**config.mk**
```make
export PLATFORM = sky130hd
export DESIGN_NAME = ula_seq_flat
export DESIGN_NICKNAME = d
export VERILOG_FILES = /design/src/rtl/ula_seq_if.sv /design/src/rtl/ula_seq.sv /design/src/flat_wrapper.sv
export SDC_FILE = /design/constraint.sdc
export NUM_CORES = 1
export LEC_CHECK = 0
export ABC_AREA = 0
export CORE_ASPECT_RATIO = 0.75
export CORE_MARGIN = 4
export CORE_UTILIZATION = 25
export DETAILED_ROUTE_END_ITERATION = 8
export PLACE_DENSITY = 0.47
export SYNTH_ARGS = -nofsm -noshare
export SYNTH_HDL_FRONTEND = slang
export SYNTH_SLANG_ARGS = --single-unit
```
**constraint.sdc**
```tcl
create_clock -name CLK_50 -period 4.98 [get_ports CLK_50]
set_clock_uncertainty 0.15 [all_clocks]
set_input_delay 0.996 -clock CLK_50 [delete_from_list [all_inputs] [get_ports CLK_50]]
set_output_delay 0.996 -clock CLK_50 [all_outputs]
set_load 0.05 [all_outputs]
```
**src/rtl/ula_seq_if.sv**
```systemverilog
// Command/result bundle for the sequential ALU: request fields, status flags,
// and the debug register-file read port.
interface ula_seq_if #(
  parameter int DATA_W = 16,
  parameter int REG_AW = 4
);
  logic              start;
  logic [3:0]        codop;
  logic [REG_AW-1:0] s4;
  logic [REG_AW-1:0] s3;
  logic [REG_AW-1:0] s2;
  logic              busy;
  logic              done;
  logic [DATA_W-1:0] result;
  logic              zero;
  logic              carry;
  logic              ovf;
  logic              err;
  logic [REG_AW-1:0] dbg_addr;
  logic [DATA_W-1:0] dbg_data;

  modport master (
    output start, codop, s4, s3, s2, dbg_addr,
    input  busy, done, result, zero, carry, ovf, err, dbg_data
  );

  modport slave (
    input  start, codop, s4, s3, s2, dbg_addr,
    output busy, done, result, zero, carry, ovf, err, dbg_data
  );
endinterface

```
**src/rtl/ula_seq.sv**
```systemverilog
// Four-state sequential ALU (IDLE/READ/EXEC/WB) over a 2**REG_AW register file
// with R0 hardwired to zero; one operation every four cycles.
module ula_seq #(
  parameter int DATA_W = 16,
  parameter int REG_AW = 4
) (
  input  logic       CLK_50,
  input  logic       RST,
  ula_seq_if.slave   bus
);
  localparam int DEPTH = 2 ** REG_AW;

  typedef enum logic [1:0] {IDLE, READ, EXEC, WB} state_t;

  state_t            state_q, state_d;
  logic [3:0]        codop_q, codop_d;
  logic [REG_AW-1:0] rd_q, rd_d, rs_q, rs_d, rt_q, rt_d;
  logic [DATA_W-1:0] a_q, a_d, b_q, b_d, result_q, result_d;
  logic              zero_q, zero_d, carry_q, carry_d, ovf_q, ovf_d;
  logic              err_q, err_d, busy_q, busy_d, done_q, done_d;
  logic              wr_en;
  logic [DATA_W-1:0] rf_q [DEPTH];

  logic [DATA_W-1:0] imm, op_x, op_y, alu_res;
  logic [DATA_W:0]   sum_w, dif_w;
  logic              alu_c, alu_v, alu_err;

  // Immediate forms (codop[3]=1) run B against IMM; register forms run A against B.
  // NOTE: combinational blocks use blocking '=' so later lines see values computed earlier.
  always_comb begin
    imm     = DATA_W'(rs_q);
    op_x    = codop_q[3] ? b_q : a_q;
    op_y    = codop_q[3] ? imm : b_q;
    sum_w   = {1'b0, op_x} + {1'b0, op_y};
    dif_w   = {1'b0, op_x} - {1'b0, op_y};
    alu_res = '0;
    alu_c   = 1'b0;
    alu_v   = 1'b0;
    alu_err = 1'b0;
    case (codop_q)
      4'b0000, 4'b1001: begin
        alu_res = sum_w[DATA_W-1:0];
        alu_c   = sum_w[DATA_W];
        alu_v   = (op_x[DATA_W-1] == op_y[DATA_W-1]) && (alu_res[DATA_W-1] != op_x[DATA_W-1]);
      end
      4'b0001, 4'b1010: begin
        alu_res = dif_w[DATA_W-1:0];
        alu_c   = dif_w[DATA_W];
        alu_v   = (op_x[DATA_W-1] != op_y[DATA_W-1]) && (alu_res[DATA_W-1] != op_x[DATA_W-1]);
      end
      4'b0010: alu_res = DATA_W'(a_q < b_q);
      4'b0011: alu_res = a_q & b_q;
      4'b0100: alu_res = a_q | b_q;
      4'b0101: alu_res = a_q ^ b_q;
      4'b0110: alu_res = b_q & imm;
      4'b0111: alu_res = b_q | imm;
      4'b1000: alu_res = b_q ^ imm;
      default: alu_err = 1'b1;
    endcase
  end

  // NOTE: every signal gets its hold/default value first, so no path can infer a latch.
  always_comb begin
    state_d  = state_q;
    codop_d  = codop_q;
    rd_d     = rd_q;
    rs_d     = rs_q;
    rt_d     = rt_q;
    a_d      = a_q;
    b_d      = b_q;
    result_d = result_q;
    zero_d   = zero_q;
    carry_d  = carry_q;
    ovf_d    = ovf_q;
    err_d    = err_q;
    busy_d   = busy_q;
    done_d   = 1'b0;
    wr_en    = 1'b0;
    case (state_q)
      IDLE: begin
        if (bus.start) begin
          codop_d = bus.codop;
          rd_d    = bus.s4;
          rs_d    = bus.s3;
          rt_d    = bus.s2;
          busy_d  = 1'b1;
          state_d = READ;
        end
      end
      READ: begin
        a_d     = rf_q[rs_q];
        b_d     = rf_q[rt_q];
        state_d = EXEC;
      end
      EXEC: begin
        result_d = alu_res;
        zero_d   = (alu_res == '0);
        carry_d  = alu_c;
        ovf_d    = alu_v;
        err_d    = alu_err;
        state_d  = WB;
      end
      WB: begin
        wr_en   = !err_q && (rd_q != '0);
        done_d  = 1'b1;
        busy_d  = 1'b0;
        state_d = IDLE;
      end
      default: state_d = IDLE;
    endcase
  end

  // NOTE: the register file is reset along with the control state, so reset must clear every entry.
  always_ff @(posedge CLK_50) begin
    if (RST) begin
      state_q  <= IDLE;
      codop_q  <= '0;
      rd_q     <= '0;
      rs_q     <= '0;
      rt_q     <= '0;
      a_q      <= '0;
      b_q      <= '0;
      result_q <= '0;
      zero_q   <= 1'b0;
      carry_q  <= 1'b0;
      ovf_q    <= 1'b0;
      err_q    <= 1'b0;
      busy_q   <= 1'b0;
      done_q   <= 1'b0;
      for (int i = 0; i < DEPTH; i++) rf_q[i] <= '0;
    end else begin
      state_q  <= state_d;
      codop_q  <= codop_d;
      rd_q     <= rd_d;
      rs_q     <= rs_d;
      rt_q     <= rt_d;
      a_q      <= a_d;
      b_q      <= b_d;
      result_q <= result_d;
      zero_q   <= zero_d;
      carry_q  <= carry_d;
      ovf_q    <= ovf_d;
      err_q    <= err_d;
      busy_q   <= busy_d;
      done_q   <= done_d;
      if (wr_en) rf_q[rd_q] <= result_q;
    end
  end

  assign bus.busy     = busy_q;
  assign bus.done     = done_q;
  assign bus.result   = result_q;
  assign bus.zero     = zero_q;
  assign bus.carry    = carry_q;
  assign bus.ovf      = ovf_q;
  assign bus.err      = err_q;
  assign bus.dbg_data = (bus.dbg_addr == '0) ? '0 : rf_q[bus.dbg_addr];
endmodule

```
**src/flat_wrapper.sv**
```systemverilog
// flat-port wrapper written by rule: the top's interface ports become plain ports
module ula_seq_flat 
#(
  parameter int DATA_W = 16,
  parameter int REG_AW = 4
)
  (CLK_50, RST, bus_start, bus_codop, bus_s4, bus_s3, bus_s2, bus_dbg_addr, bus_busy, bus_done, bus_result, bus_zero, bus_carry, bus_ovf, bus_err, bus_dbg_data);
  ula_seq_if #(.DATA_W(DATA_W), .REG_AW(REG_AW)) bus_i ();
  input  logic CLK_50;
  input  logic RST;
  input wire logic [$bits(bus_i.start)-1:0] bus_start;
  input wire logic [$bits(bus_i.codop)-1:0] bus_codop;
  input wire logic [$bits(bus_i.s4)-1:0] bus_s4;
  input wire logic [$bits(bus_i.s3)-1:0] bus_s3;
  input wire logic [$bits(bus_i.s2)-1:0] bus_s2;
  input wire logic [$bits(bus_i.dbg_addr)-1:0] bus_dbg_addr;
  output wire logic [$bits(bus_i.busy)-1:0] bus_busy;
  output wire logic [$bits(bus_i.done)-1:0] bus_done;
  output wire logic [$bits(bus_i.result)-1:0] bus_result;
  output wire logic [$bits(bus_i.zero)-1:0] bus_zero;
  output wire logic [$bits(bus_i.carry)-1:0] bus_carry;
  output wire logic [$bits(bus_i.ovf)-1:0] bus_ovf;
  output wire logic [$bits(bus_i.err)-1:0] bus_err;
  output wire logic [$bits(bus_i.dbg_data)-1:0] bus_dbg_data;
  assign bus_i.start = bus_start;
  assign bus_i.codop = bus_codop;
  assign bus_i.s4 = bus_s4;
  assign bus_i.s3 = bus_s3;
  assign bus_i.s2 = bus_s2;
  assign bus_i.dbg_addr = bus_dbg_addr;
  assign bus_busy = bus_i.busy;
  assign bus_done = bus_i.done;
  assign bus_result = bus_i.result;
  assign bus_zero = bus_i.zero;
  assign bus_carry = bus_i.carry;
  assign bus_ovf = bus_i.ovf;
  assign bus_err = bus_i.err;
  assign bus_dbg_data = bus_i.dbg_data;
  ula_seq #(.DATA_W(DATA_W), .REG_AW(REG_AW)) u_core (.CLK_50(CLK_50), .RST(RST), .bus(bus_i));
endmodule
```
# ---- After elaboration in Yosys (flattened, before gate mapping)
# Memory sizes are Yosys's and may differ from the RTL's. A register that Yosys moved wholly into a read port is not among the register bits.
# Cells that the tools add are included.
dict set report op_classes {
  add_sub_neg 2
  n_reduce_logical 16
  n_bitwise 6
  muxes 21
  n_eq_ne 18
  n_lt_le_gt_ge 1
}
# op n
set ops {}
lappend ops {{$pmux W16 S9} 1}
lappend ops {{$mux W16} 4}
lappend ops {{$add A16 B16 Y17} 1}
lappend ops {{$sub A16 B16 Y17} 1}
lappend ops {{$and A16 B16 Y16} 1}
lappend ops {{$and A16 B4 Y16} 1}
lappend ops {{$eq A4 B3 Y1 const B} 4}
lappend ops {{$logic_not A16 Y1} 1}
lappend ops {{$lt A16 B16 Y1} 1}
lappend ops {{$or A16 B16 Y16} 1}
lappend ops {{$or A16 B4 Y16} 1}
lappend ops {{$reduce_or A16 Y1} 1}
lappend ops {{$xor A16 B16 Y16} 1}
lappend ops {{$xor A16 B4 Y16} 1}
lappend ops {{$eq A4 B4 Y1 const B} 3}
lappend ops {{$reduce_or A11 Y1} 1}
lappend ops {{$mux W1} 10}
lappend ops {{$eq A4 B2 Y1 const B} 2}
lappend ops {{$logic_not A4 Y1} 2}
lappend ops {{$pmux W2 S4} 1}
lappend ops {{$pmux W1 S2} 3}
lappend ops {{$eq A2 B2 Y1 const B} 2}
lappend ops {{$eq A4 B1 Y1 const B} 1}
lappend ops {{$mux W4} 1}
lappend ops {{other kinds (12)} 18}
dict set report word_totals {
  reg_bits 40
  input_bits 23
  memories 1
  out_inout_bits 38
  word_cells 77
  ram_bits 256
}
# name words width rd rd_clocked_by_memory_dff write_ports line
set memory_table {}
lappend memory_table {u_core.rf_q 16 16 3 2 16 ula_seq.sv:22} ;# logic [DATA_W-1:0] rf_q [DEPTH];

# ---- Longest topological paths before layout
# Gate-level depths: netlist of the first run.
dict set report logic_depth {
  depth_word 8
  ltp_mapped 17
  depth_no_buf 14
}

# ---- Worst setup path after synthesis of the first run
# Ideal clock, no wire load.
dict set report synth_timing {
  path_kind {input port to output port}
  from {in bus_dbg_addr[0]}
  to {out bus_dbg_data[10]}
  slack_ns 0.775
  stages 5
  required_ns 3.834
  t_arrival_ns 3.059
  path_buffers 2
  cell_sequence {buf_2 > buf_1 > mux4_2 > mux4_2 > nor2b_1}
}
dict set report synth_via {
  elab_chain_cells 2
  elab_cells_between_ends 3
  cone_classes {mux: 1; reduce/logical: 1; memory: 1}
}
# item line
set synth_rtl {}
lappend synth_rtl {{from (decl)} flat_wrapper.sv:16} ;# input wire logic [$bits(bus_i.dbg_addr)-1:0] bus_dbg_addr;
lappend synth_rtl {{$mem_v2 Z16 W16 / $logic_not A4 Y1 (equally long branches)} --}
lappend synth_rtl {{$mux W16 (*)} ula_seq.sv:157} ;# assign bus.dbg_data = (bus.dbg_addr == '0) ? '0 : rf_q[bus.dbg_addr];
lappend synth_rtl {{to (decl)} flat_wrapper.sv:24} ;# output wire logic [$bits(bus_i.dbg_data)-1:0] bus_dbg_data;
# Every way passes the cells marked *; elsewhere a longest branch is shown, timed or not.

# ---- Final worst setup path of the first run
dict set report layout_timing {
  from {reg u_core.codop_q[3]}
  to {reg u_core.zero_q, in the netlist u_core.bus.zero}
}
dict set report layout_via {
  elab_chain_cells 4
  elab_cells_between_ends 19
  cone_classes {add/sub: 2; eq/ne: 10; mux: 3; reduce/logical: 4}
}
# item line
set layout_rtl {}
lappend layout_rtl {{from (decl)} ula_seq.sv:16} ;# logic [3:0] codop_q, codop_d;
lappend layout_rtl {{from (signal assigned)} ula_seq.sv:133} ;# codop_q <= codop_d;
lappend layout_rtl {{$mux W16, or another cell as far along} ula_seq.sv:32} ;# op_x = codop_q[3] ? b_q : a_q;
lappend layout_rtl {{$sub A16 B16 Y17, or another cell as far along} ula_seq.sv:35} ;# dif_w = {1'b0, op_x} - {1'b0, op_y};
lappend layout_rtl {{$pmux W16 S9 (*)} ula_seq.sv:40} ;# case (codop_q)
lappend layout_rtl {{$logic_not A16 Y1 (*)} ula_seq.sv:97} ;# zero_d = (alu_res == '0);
lappend layout_rtl {{to (signal assigned)} ula_seq.sv:140} ;# zero_q <= zero_d;
lappend layout_rtl {{to (decl)} ula_seq.sv:19} ;# logic zero_q, zero_d, carry_q, carry_d, ovf_q, ovf_d;
# Marks and branches as above.
# A chain may end at the register's enable or synchronous reset.

==> results of run 1 <==
==> logic make-up after synthesis <==
group | Yosys count | synth area share (%)
flops | 328 | 42.5
xor+xnor | 8 | 0.326
mux | 282 | 27.2
simple gates | 538 | 13.5
fa+ha+maj | 94 | 5.55
compound gates | 218 | 6.87
other cells | 1 | 0.0175
buf+inv | 222 | 4.04
==> final timing paths <==
path | from | endpoint | slack (ps) | cells past startpoint
hold reg to reg | u_core.rd_q[3] | u_core.rd_q[3] | 320 | 2
setup reg to reg | u_core.codop_q[3] | u_core.bus.zero | 400 | 12
hold / removal | u_core.rd_q[3] | u_core.rd_q[3] | 320 | 2
setup / recovery | u_core.codop_q[3] | u_core.bus.zero | 400 | 12
==> state kept, by name (all words and copies together), names as in the netlist <==
register	flops
u_core.rf_q	256
u_core.a_q	16
u_core.b_q	16
u_core.bus.result	16
u_core.codop_q	4
u_core.rd_q	4
u_core.rs_q	4
u_core.rt_q	4
u_core.state_q	2
u_core.bus.busy	1
u_core.bus.carry	1
u_core.bus.done	1
u_core.bus.err	1
u_core.bus.ovf	1
u_core.bus.zero	1
==> power groups by stage <==
stage | Sequential, mW | Combinational (mW) | Clock [mW]
2_1_floorplan | 3.65 | 2.98 | 0
3_3_place_gp | 3.78 | 4.27 | 0
3_5_place_dp | 3.79 | 4.31 | 0
4_1_cts | 3.73 | 4.34 | 3.14
5_1_grt | 3.79 | 4.70 | 3.25
6_report | 3.73 | 4.35 | 3.07
==> metal layers <==
layer / global-route usage (%) / share of wire (%)
met2: 23.7 / 42
met1: 24.5 / 47
met4: 3.97 / 2.2
met5: 0 / 0
met3: 3.44 / 8.9
==> what timing repair did <==
action                                  in CTS  in global routing
hold buffers                                 0                  0
pin swaps                                    0                  0
endpoints found under the setup margin       1                  1
gates resized for setup                      1                  1
==> worst max-delay path, delay by kind of cell (launching register included) <==
family,cells,cell delay [ps]
buffers and inverters,2,570
AOI/OAI and AO/OA,5,1520
DFF,1,570
adders and majority gates,1,500
and+or+nand+nor,4,1180
==> final cells by class <==
| type | count | share of cell area, % |
|---|---|---|
| multi-input cells | 1156 | 46.8 |
| flip-flops and latches | 328 | 36.8 |
| well taps | 1128 | 5.68 |
| repair buffers | 115 | 4.06 |
| clock buffers | 45 | 4.01 |
| inverters | 86 | 1.30 |
| clock inverters | 21 | 1.30 |
| diodes | 2 | 0.0202 |
==> per-stage QoR <==
step,TNS (ps),std cells
CTS,0,2879
global route,0,2879
global placement,0,2813
detailed placement,-47.3,2813
finish,0,2881
floorplan,0,1706
==> layout by cell type, fill, tap and decap left out, drive strengths merged, types with 8 or more instances in the layout <==
master         instances
a21oi                 57
o21ai                 50
ha                    92
nor2                 107
a31oi                  8
mux2i                 41
nor2b                 25
conb                  16
clkdlybuf4s50         40
clkinv                11
dfxtp                 72
mux4                 241
a211oi                18
buf                   75
edfxtp               256
clkbuf                45
a221o                  8
and2                 243
nand2b                16
nor3                  13
bufinv                 8
inv                   88
nand2                 92
==> impl_metrics.tcl, run 1 <==
set metrics [dict create \
    core_um2 84600 \
    cp-start-kind "flip-flop" \
    final_hold_viol_count 0 \
    clk_pin_slew_ps 60 \
    grt_pass1_vias 14900 \
    final.setup.worst_slack_ps 396 \
    power_density_nw_per_um2 449 \
    detailed_place.area_um2 23500 \
    power_mw 11.2 \
    crit_required_ps 5310 \
    cts.sinks 328 \
    grt_pass1_wl_um 108000 \
    crit_chain "buf_4 -> o21a_1 -> inv_1 -> fa_1 -> a41oi_1 -> o21ai_0 -> a2111oi_1 -> and2_1 -> nand4_1 -> nor4_2 -> nand4b_1 -> o32ai_1" \
    cts_max_level 2 \
    leakagePower_nw 8.68 \
    drv_cap 0 \
    yosys.area.top_type_share_pct 35.8 \
    critPathArrivalTime_ps 4920 \
    synth_edf_count 256 \
    die_area_um2 90600 \
    cts_root_buf "clkbuf_16" \
    post_synth_inst_count 1691 \
    post_drt_wl_per_cell_um 25.9 \
    via_per_inst 5.19 \
    p_sw_mw 4.34 \
    fp.dieW_um 346 \
    grt_max_degree 92 \
    cts_tree "yes" \
    port_buffers 60 \
    slowest_delay_ps 760 \
    setup_viol 0 \
    routabilityCongestion 0.845 \
    drt_iter0_drc 2086 \
    switching_share_pct 38.9 \
    drtAntennaViolNets 0 \
    cts_inserted_buffers 36 \
    ys_types 77 \
    worst_setup_path_end_kind "flip-flop" \
    globalRoute.totalOverflow 0 \
    path_max_fanout 47 \
    antenna_found_initial 5 \
    clock_power_share_pct 27.5 \
    dp_hpwl_um 49000 \
    rsz0062_at_grt "false" \
    synthFlopType "edfxtp_1" \
    drc 0 \
    critPathKind "flip-flop to flip-flop" \
    cpMaxStageDelayCell "a2111oi_1" \
    final_net_count 1840 \
    initial_core_util_pct 25.4 \
    fmax_mhz 218 \
    num_vias 15000 \
    regArea_um2 9140 \
    worst_slew_pin_slew_ps 1160 \
    async_reset_ff_share_pct 0 \
    postCtsSetupBuffers 0 \
    final_layout_size_suffix_gt1_share_pct 23.5 \
    slew_headroom_pct 22.5 \
    synth_common_cells "256 x edfxtp_1, 243 x and2_1, 241 x mux4_2" \
    drt-total-wl_um 74700 \
    clock_latency_ps 570 \
    ys_top_cells_by_area "edfxtp_1 36%, mux4_2 25%, and2_1 7.1%" \
    cts_buffer_depth 3 \
    syn_area_um2 21500 \
    hp-class "flip-flop to flip-flop" \
    fin_area_um2 24800 \
    track_usage_pct 16.3 \
    ys_ff_latch 328 \
    multiInputGateArea_um2 11600 \
    p_int_mw 6.81 \
    final_core_util_pct 29.3 \
    synth_top_area_cell "edfxtp_1" \
    pre_cts_ws_ps -47.3 \
    fill_cells 8474 \
    fp.dieH_um 262 \
    finalCritPeriodShare_pct 92.1 \
    peakVddDrop_mv 0.249 \
    status "finished, final reports clean" \
    seq_area_frac_synth_pct 42.5 \
    synth_most_common_cell "edfxtp_1" \
    dr.pass1.iters 7 \
    avgSynthCellArea_um2 12.7 \
    num_io_pins 61 \
    fin_hold_ws_ps 324 \
    yosys_warnings 0 \
    slew_violations 0 \
    rows 92 \
    area_delta_synth_final_pct 15.7 \
    fin_crit_ps 4580 \
    p_seq_share_pct 33.4 \
    p_comb_share_pct 39.0 \
]
No activity file was read; power rests on OpenSTA's default activity.
==> inputs of run 2 (changes only) <==
- ABC_AREA: 0 -> 1
==> run 2 against run 1 <==
Effect of this change:
- via count up 44%
- clock-buffer cell count is 9 higher
- hold slack got worse by 3.0 ps
- synthesized cell count grew 71%
- utilization down 0.26 points
- die area is 1.9% higher
- critical endpoint is now bus_dbg_data[9]
- highest routed layer is now met5
==> impl_metrics.tcl, run 2 <==
set metrics [dict create \
    drc 0 \
    whs_path_depth 2 \
    post_synth_inst_count 2890 \
    rr_startpoint "u_core.codop_q[3]" \
    critPathArrivalTime_ps 3300 \
    fp.dieH_um 264 \
    fin_area_um2 25100 \
    detailed_place.area_um2 23900 \
    setup_viol 0 \
    drtAntennaViolNets 0 \
    core_um2 86300 \
    hp-start "u_core.bus.zero" \
    use_met1_pct 29.3 \
    critPathKind "input pin to output pin" \
    status "finished, final reports clean" \
    ctsHoldBuffers 0 \
    dr.pass1.iters 8 \
    grt_pass1_wl_um 136000 \
    antenna_found_initial 1 \
    synth_top_area_cell "edfxtp_1" \
    post_drt_wl_per_cell_um 23.1 \
    diodes 0 \
    final_net_count 2978 \
    num_vias 21600 \
    slew_headroom_pct 18.1 \
    rows 93 \
    ys_top_cells_by_area "edfxtp_1 35%, nor2_1 13%, o21ai_0 9.4%" \
    dp_hpwl_um 64000 \
    path_max_fanout 50 \
    grt-busiest-layer "met1" \
    power_density_nw_per_um2 540 \
    clock_latency_ps 590 \
    cts_tree "yes" \
    final_layout_size_suffix_gt1_share_pct 6.61 \
    cts_buffer_depth 3 \
    synth_common_cells "730 x nor2_1, 409 x o21ai_0, 262 x nand2_1" \
    final_hold_viol_count 0 \
    initial_core_util_pct 25.3 \
    synthFlopType "edfxtp_1" \
    async_reset_ff_share_pct 0 \
    r2r_slack_ps 1400 \
    rr_worst_depth 14 \
    final_cell_mix "730 x nor2_1, 409 x o21ai_0, 262 x nand2_1" \
    ys_ff_latch 328 \
    fin_setup_tns_ps 0 \
    rsz0062_at_grt "false" \
    hold_end "u_core.bus.zero" \
    grt_max_degree 87 \
    fmax_mhz 225 \
    leakagePower_nw 9.53 \
    slew_violations 0 \
    drv_cap 0 \
    final_common_cell "nor2_1" \
    area_delta_synth_final_pct 14.8 \
    cts-resized-gates 0 \
    port_buffers 60 \
    num_io_pins 61 \
    drt-total-wl_um 93000 \
    postCtsSetupBuffers 0 \
    synth_edf_count 256 \
    peakVddDrop_mv 0.269 \
    hp-class "flip-flop to flip-flop" \
    clk_pin_slew_ps 60 \
    via_per_inst 5.36 \
    cts_inserted_buffers 39 \
    drt_iter0_drc 2703 \
    yosys.area.top_type_share_pct 35.1 \
    synth_most_common_cell "nor2_1" \
    finalCritPeriodShare_pct 89.2 \
    avgSynthCellArea_um2 7.57 \
    seq_area_frac_synth_pct 41.7 \
    rr_endpoint "u_core.bus.zero" \
    track_usage_pct 19.6 \
    routabilityCongestion 0.905 \
    gr-usage-met3_pct 2.81 \
    cts.sinks 328 \
    worst_slew_pin_slew_ps 1230 \
    crit_required_ps 3830 \
    regMostFlops "u_core.rf_q" \
    largest_reg_flops 256 \
    globalRoute.totalOverflow 0 \
    die_area_um2 92300 \
    ys_types 47 \
    syn_area_um2 21900 \
    worst_setup_path_end_kind "output pin" \
    cts_max_level 2 \
    grt_pass1_vias 20000 \
    grt_use_met2_pct 28.6 \
    fp.dieW_um 350 \
    fin_crit_ps 4440 \
    yosys_warnings 0 \
    cts_root_buf "clkbuf_16" \
    cp-start-kind "input pin" \
]
==> run 2: critical path, cell delays in order <==
cell	delay [ps]
buf_4	220
inv_4	480
buf_4	310
nor2_1	70
o32ai_1	250
nand2_1	90
a31oi_1	650
buf_12	220
==> run 2: power by group <==
group / internal, mW / leakage, nW / switching, mW / total (mW)
Sequential: 3.26 / 3.23 / 0.461 / 3.72
Clock: 1.68 / 0.616 / 1.24 / 2.92
Combinational: 1.92 / 5.69 / 4.99 / 6.91
==> run 2: cell families (layout without fill, tap and decap cells) <==
kind of cell	Yosys count	in the layout	share of synthesized area, %
xor+xnor	4	4	0.160
fa+ha+maj	94	94	5.45
simple gates	1205	1205	22.1
mux	10	10	0.458
other cells	1	16	0.0171
flops	328	328	41.7
buf+inv	439	425	7.85
compound gates	809	809	22.2
==> run 2: per-stage QoR <==
stage	hold slack (ps)	std cells	power [mW]	utilization (%)	setup slack, ps
final	321	4031	13.6	29.1	536
after global routing	359	4031	14.4	29.1	370
after CTS	325	4031	13.5	29.1	573
after detailed placement	317	3960	10.5	27.6	591
after global placement	314	3960	10.5	27.6	581
after floorplan	321	2905	8.08	-	953
==> run 2: final cells by class <==
| type | count | area, µm² |
|---|---|---|
| Clock buffer | 54 | 1080 |
| Clock inverter | 17 | 173 |
| Fill cell | 9345 | 61200 |
| Inverter | 218 | 825 |
| Multi-Input combinational cell | 2138 | 11100 |
| Sequential cell | 328 | 9140 |
| Tap cell | 1140 | 1430 |
| Timing Repair Buffer | 136 | 1370 |
==> run 2: worst max-delay path by stage <==
stage / from / endpoint / slack, ps / depth (start not counted)
after global routing: bus_dbg_addr[0] / bus_dbg_data[9] / 370 / 8
after global placement: bus_dbg_addr[0] / bus_dbg_data[9] / 580 / 8
after detailed placement: bus_dbg_addr[0] / bus_dbg_data[9] / 590 / 8
after floorplan: bus_dbg_addr[0] / bus_dbg_data[0] / 950 / 7
final: bus_dbg_addr[0] / bus_dbg_data[9] / 540 / 8
after CTS: bus_dbg_addr[0] / bus_dbg_data[9] / 570 / 8
==> run 2: routing by layer <==
layer | vias up | share of wire [%]
met5 | - | 0.014
met4 | 2 | 3.0
met3 | 173 | 7.5
met2 | 1016 | 42
met1 | 10400 | 48
li1 | 9986 | -
==> inputs of run 3 (changes only) <==
- TNS_END_PERCENT: unset -> 30
==> results of run 3 <==
Same layout as run 2: the final DEF is identical, and so are final timing and power.
